[config.mk]
export PLATFORM = sky130hd
export DESIGN_NAME = instr_fetch
export DESIGN_NICKNAME = d
export VERILOG_FILES = /design/src/rtl/instr_fetch.sv
export SDC_FILE = /design/constraint.sdc
export NUM_CORES = 1
export LEC_CHECK = 0
export CORE_MARGIN = 10
export CORE_UTILIZATION = 63
export DETAILED_ROUTE_END_ITERATION = 8
export DONT_BUFFER_PORTS = 1
export PLACE_DENSITY = 0.87
export SLEW_MARGIN = 20
export SYNTH_ARGS = -nofsm -noshare
export SYNTH_HDL_FRONTEND = slang
export SYNTH_SLANG_ARGS = --single-unit
export TNS_END_PERCENT = 100
[constraint.sdc]
create_clock -name i_clk -period 5.5 [get_ports i_clk]
set_input_delay 1.1 -clock i_clk [delete_from_list [all_inputs] [get_ports i_clk]]
set_output_delay 1.1 -clock i_clk [all_outputs]
set_load 0.1 [all_outputs]
[src/rtl/instr_fetch.sv]
// Instruction fetch: sequential prefetch into a DEPTH-entry FIFO, flushed on redirect.
// Optional IFETCH_BYPASS_EN forwards an ack word straight to the controller when the FIFO is empty.
module instr_fetch #(
  parameter int          DEPTH    = 2,
  parameter logic [15:0] RESET_PC = 16'h0000
) (
  input  logic        i_clk,
  input  logic        i_rst,
  output logic        o_mem_req,
  output logic [15:0] o_mem_addr,
  input  logic        i_mem_ack,
  input  logic [15:0] i_mem_rdata,
  output logic        o_ir_valid,
  input  logic        i_ir_ready,
  output logic [15:0] o_instr,
  output logic [15:0] o_pc,
  input  logic        i_redirect,
  input  logic [15:0] i_redirect_addr
);
  localparam int AW = $clog2(DEPTH);
  localparam int CW = AW + 1;

  typedef enum logic [1:0] {S_FETCH, S_STALL, S_DISCARD} state_t;

  state_t        r_state;
  logic          r_mem_req;
  logic [15:0]   r_mem_addr;
  logic [15:0]   r_fetch_pc;
  logic [15:0]   r_fifo_addr [DEPTH];
  logic [15:0]   r_fifo_word [DEPTH];
  logic [AW-1:0] r_rd;
  logic [AW-1:0] r_wr;
  logic [CW-1:0] r_count;

  logic          w_empty;
  logic          w_ack;
  logic          w_ack_fetch;
  logic          w_push;
  logic          w_pop;
  logic          w_room;
  logic [CW-1:0] w_count_nxt;
  logic [15:0]   w_pc_inc;

  assign w_empty     = (r_count == '0);
  assign w_ack       = r_mem_req & i_mem_ack;
  // Only a FETCH-state ack carries a live word; DISCARD acks and redirect-cycle acks are dropped.
  assign w_ack_fetch = w_ack & (r_state == S_FETCH) & ~i_redirect;
  assign w_pop       = ~w_empty & i_ir_ready & ~i_redirect;
  assign w_count_nxt = r_count + CW'(w_push) - CW'(w_pop);
  assign w_room      = (w_count_nxt < CW'(DEPTH));
  assign w_pc_inc    = r_fetch_pc + 16'd1;

  assign o_mem_req  = r_mem_req;
  assign o_mem_addr = r_mem_addr;

`ifdef IFETCH_BYPASS_EN
  logic w_byp;
  assign w_byp      = w_empty & w_ack_fetch;
  assign w_push     = w_ack_fetch & ~(w_byp & i_ir_ready);
  assign o_ir_valid = ~w_empty | w_byp;
  assign o_instr    = !w_empty ? r_fifo_word[r_rd] : (w_byp ? i_mem_rdata : 16'h0);
  assign o_pc       = !w_empty ? r_fifo_addr[r_rd] : (w_byp ? r_fetch_pc : 16'h0);
`else
  assign w_push     = w_ack_fetch;
  assign o_ir_valid = ~w_empty;
  assign o_instr    = w_empty ? 16'h0 : r_fifo_word[r_rd];
  assign o_pc       = w_empty ? 16'h0 : r_fifo_addr[r_rd];
`endif

  always_ff @(posedge i_clk) begin
    if (w_push) begin
      r_fifo_addr[r_wr] <= r_fetch_pc;
      r_fifo_word[r_wr] <= i_mem_rdata;
    end
  end

  always_ff @(posedge i_clk) begin
    if (i_rst) begin
      r_state    <= S_FETCH;
      r_mem_req  <= 1'b0;
      r_mem_addr <= RESET_PC;
      r_fetch_pc <= RESET_PC;
      r_rd       <= '0;
      r_wr       <= '0;
      r_count    <= '0;
    end else if (i_redirect) begin
      r_rd       <= '0;
      r_wr       <= '0;
      r_count    <= '0;
      r_fetch_pc <= i_redirect_addr;
      // An unanswered request cannot be withdrawn: wait out its ack in DISCARD.
      if (r_mem_req && !i_mem_ack) begin
        r_state <= S_DISCARD;
      end else begin
        r_state    <= S_FETCH;
        r_mem_req  <= 1'b1;
        r_mem_addr <= i_redirect_addr;
      end
    end else begin
      if (w_push) r_wr <= r_wr + AW'(1);
      if (w_pop)  r_rd <= r_rd + AW'(1);
      r_count <= w_count_nxt;
      case (r_state)
        S_FETCH: begin
          if (w_ack) begin
            r_fetch_pc <= w_pc_inc;
            if (w_room) begin
              r_mem_req  <= 1'b1;
              r_mem_addr <= w_pc_inc;
            end else begin
              r_state   <= S_STALL;
              r_mem_req <= 1'b0;
            end
          end else if (!r_mem_req && w_room) begin
            r_mem_req  <= 1'b1;
            r_mem_addr <= r_fetch_pc;
          end
        end
        S_STALL: begin
          if (w_room) begin
            r_state    <= S_FETCH;
            r_mem_req  <= 1'b1;
            r_mem_addr <= r_fetch_pc;
          end
        end
        S_DISCARD: begin
          if (i_mem_ack) begin
            r_state    <= S_FETCH;
            r_mem_req  <= 1'b1;
            r_mem_addr <= r_fetch_pc;
          end
        end
        default: begin
          r_state   <= S_FETCH;
          r_mem_req <= 1'b0;
        end
      endcase
    end
  end
endmodule

==> results.toml <==
[floorplan]
die_x_um = 107
design.die.area_um2 = 11400
initial_core_util_pct = 65.0
ios = 87
die_h_um = 107
rows = 31
core-area_um2 = 7290

[worst_setup_path]
reg2reg_to = "o_mem_addr[4]"
cpPeakStageDelay_ns = 0.47
worst-path-max-fanout = 26
worstSetupPathType = "reg2reg"
cp-start-kind = "flip-flop"
r2r_slack_ns = 1.68
crit_path_frequent_cell = "ha_1"
rr_worst_depth = 13
crit_path_cell_trace = "inv_1 -> ha_1 -> nand3_1 -> nand2b_1 -> ha_1 -> inv_1 -> ha_1 -> xor2_1 -> xnor2_1 -> o311ai_2 -> buf_4 -> a2111oi_0 -> a31o_2"
end_kind = "flip-flop"
slowest_stage = "nand3_1"
r2r_start = "r_state[0]"
worst-path-buf-inv = 3
worstPathRequired_ns = 5.82
cp_top_family = "simple AND/OR/NAND/NOR gates"
cp.arrival_ns = 4.14

[final_layout]
syn_to_final_growth_pct = 6.78
fill_cells = 536
fin_nets = 453
drive_gt1_share_pct = 15.9
diodes = 0

[sta]
slew_headroom_pct = 24.9
skew_ns = 0.0147
period_share_pct = 69.4
tns_ns = 0
hold_slack_ns = 0.541
rsz0062_at_grt = "no"
period_needed_ns = 3.82
finalHoldViolations = 0
max_freq_mhz = 262
drv_slew = 0
setup_viol = 0
worst-slew-pin-transition_ns = 1.13

[synthesis]
ys_seq_area_share_pct = 57.4
ys.flop_type = "edfxtp_1"
synth_top_area_cell = "edfxtp_1"
syn_area_per_cell_um2 = 11.3
ys_top_cells_by_area = "edfxtp_1 41%, dfxtp_1 17%, mux2i_1 7.2%"
async_reset_ff_share_pct = 0
netlist_area_um2 = 4740
synthDistinctLibCells = 51
ys_seq_elements = 104
syn_nets = 463
synth_edf_count = 64
syn_inst = 419
yosysWarnings = 0
synth_top_area_share_pct = 40.5

[global_routing]
antenna_found_initial = 0
grt_use_total_pct = 16.8
grt_pass1_wl_mm = 15.4
grt_overflow_total = 0
first_global_vias = 2968
grt_max_degree = 35

[clock_tree]
htreeDepth = 3
clk_latency_ns = 0.38
cts.path.max_buffers = 2
cts-hold-fix-buffers = 0
cts-root-buf = "clkbuf_8"
clkTransAtPathRegs_ns = 0.11
cts_buffers = 9
cts_resized = 0
cts_setup_buffers = 0
clkSinkCount = 104
cts_tree = "yes"

[detailed_routing]
antenna_left = 0
drtIter0Drc = 194
post_drt_via_cell_ratio = 6.07
wl_per_cell_um = 18.6
drc = 0
num_vias = 3114
dr.pass1.iters = 5
wirelength_mm = 9.55

[pwr]
power_mw = 1.58
p_per_area_nw_per_um2 = 311
max-vdd-ir-drop_mv = 0.265
p_leak_nw = 1.64

[min_path]
worstHoldEndpoint = "r_fifo_addr[1][13]"
min_from = "r_fetch_pc[13]"
worstHoldPathCells = 0
hold_class = "reg2reg"

[run]
cap_violations = 0

[placed_design]
gp_congestion = 0.845
io_buffers = 0
dp_hpwl_mm = 6.51

[outcome]
outcome = "finished clean"
## placed cells by master (no fill, tap or decap), types with 3 or more instances in the layout
cell,synthesis,final
inv_1,12,12
ha_1,7,7
nand4_1,4,4
mux2i_1,34,34
o21a_1,6,6
a21oi_1,19,19
nor3_1,14,14
o211ai_1,3,3
a311oi_1,3,3
nor2_2,0,34
or3_1,3,3
nor2_1,56,21
clkbuf_8,1,9
a21boi_0,3,3
xnor2_1,17,17
and3_1,3,3
nand2b_1,6,6
o41ai_1,4,4
or3_2,3,3
nand3_1,15,15
a211oi_1,5,5
xor2_1,10,10
o21ai_0,10,10
buf_4,1,7
edfxtp_1,64,64
nor4_1,4,4
dfxtp_1,40,39
a211o_1,4,4
nand2_1,22,22
## cell type report
type	count	area [µm²]	share of cell area (%)
sequential	104	2720	53.8
inverter	12	45.0	0.889
multi-input combinational	275	1910	37.8
clock buffer	9	124	2.45
timing repair buffer	7	52.6	1.04
clock inverter	7	81.3	1.61
tap	99	124	2.45
## metrics by stage
step | worst slack (ns) | std cells | util, % | cell area (µm²)
2_1_floorplan | 1.72 | 419 | - | 4740
3_3_place_gp | 1.66 | 497 | 66.6 | 4860
3_5_place_dp | 1.54 | 497 | 66.6 | 4860
4_1_cts | 1.75 | 513 | 69.5 | 5060
5_1_grt | 1.25 | 513 | 69.5 | 5060
6_report | 1.68 | 513 | 69.5 | 5060
## synth_stat cells (2+ instances only)
| cell type | count |
|---|---|
| a2111oi_0 | 2 |
| a211o_1 | 4 |
| a211oi_1 | 5 |
| a21boi_0 | 3 |
| a21oi_1 | 19 |
| a311oi_1 | 3 |
| and3_1 | 3 |
| buf_1 | 5 |
| buf_2 | 3 |
| clkbuf_1 | 15 |
| clkbuf_2 | 2 |
| dfxtp_1 | 40 |
| edfxtp_1 | 64 |
| ha_1 | 7 |
| inv_1 | 12 |
| mux2i_1 | 34 |
| nand2_1 | 22 |
| nand2b_1 | 6 |
| nand3_1 | 15 |
| nand4_1 | 4 |
| nor2_1 | 56 |
| nor2b_1 | 2 |
| nor3_1 | 14 |
| nor4_1 | 4 |
| o211ai_1 | 3 |
| o21a_1 | 6 |
| o21ai_0 | 10 |
| o41ai_1 | 4 |
| or3_1 | 3 |
| or3_2 | 3 |
| xnor2_1 | 17 |
| xor2_1 | 10 |
## power by group
part	total, mW	switching (mW)	internal (mW)	leakage, nW
logic	0.140	0.0974	0.0421	0.615
clock network	0.471	0.289	0.182	0.104
registers	0.965	0.107	0.858	0.918
total	1.58	0.493	1.08	1.64
## metal layers
layer  global-route usage (%)  share of wire [%]
met1                     21.5                 41
met2                     24.5                 43
met3                     8.26                 14
met4                     5.42                1.6
met5                        0                  0
## worst max-delay path by stage
stage	slack [ns]	end	startpoint	cells past startpoint
6_report	1.68	o_mem_addr[4]	r_state[0]	13
5_1_grt	1.25	o_mem_addr[4]	r_state[0]	13
4_1_cts	1.75	o_mem_addr[4]	r_state[0]	13
3_5_place_dp	1.54	o_mem_addr[4]	i_mem_ack	11
3_3_place_gp	1.66	o_mem_addr[4]	i_mem_ack	11
2_1_floorplan	1.72	o_mem_addr[10]	i_redirect	13
## flip-flops by register name, indices dropped and copies added (netlist names), 2 cells and up, named ones only
name and cells:
r_count 2, r_fifo_addr 32, r_fetch_pc 16, r_fifo_word 32
o_mem_addr 16, r_state 2
## cells by family after synthesis
group,count (synthesis),share of synthesized area (%)
AOI/OAI and AO/OA,68,9.92
muxes,34,7.17
adders and majority gates,7,1.85
xor gates and xnor gates,28,5.49
and+or+nand+nor,138,14.0
DFF,104,57.4
buffers and inverters,40,4.19
## worst register-to-register path, delay by kind of cell, from the launching register on
kind / cells / cell delay (ns)
fa+ha+maj: 3 / 0.83
flops: 1 / 0.35
compound gates: 3 / 0.75
xor+xnor: 2 / 0.61
buf+inv: 3 / 0.38
simple gates: 2 / 0.86
(Power assumes the default switching activity.)
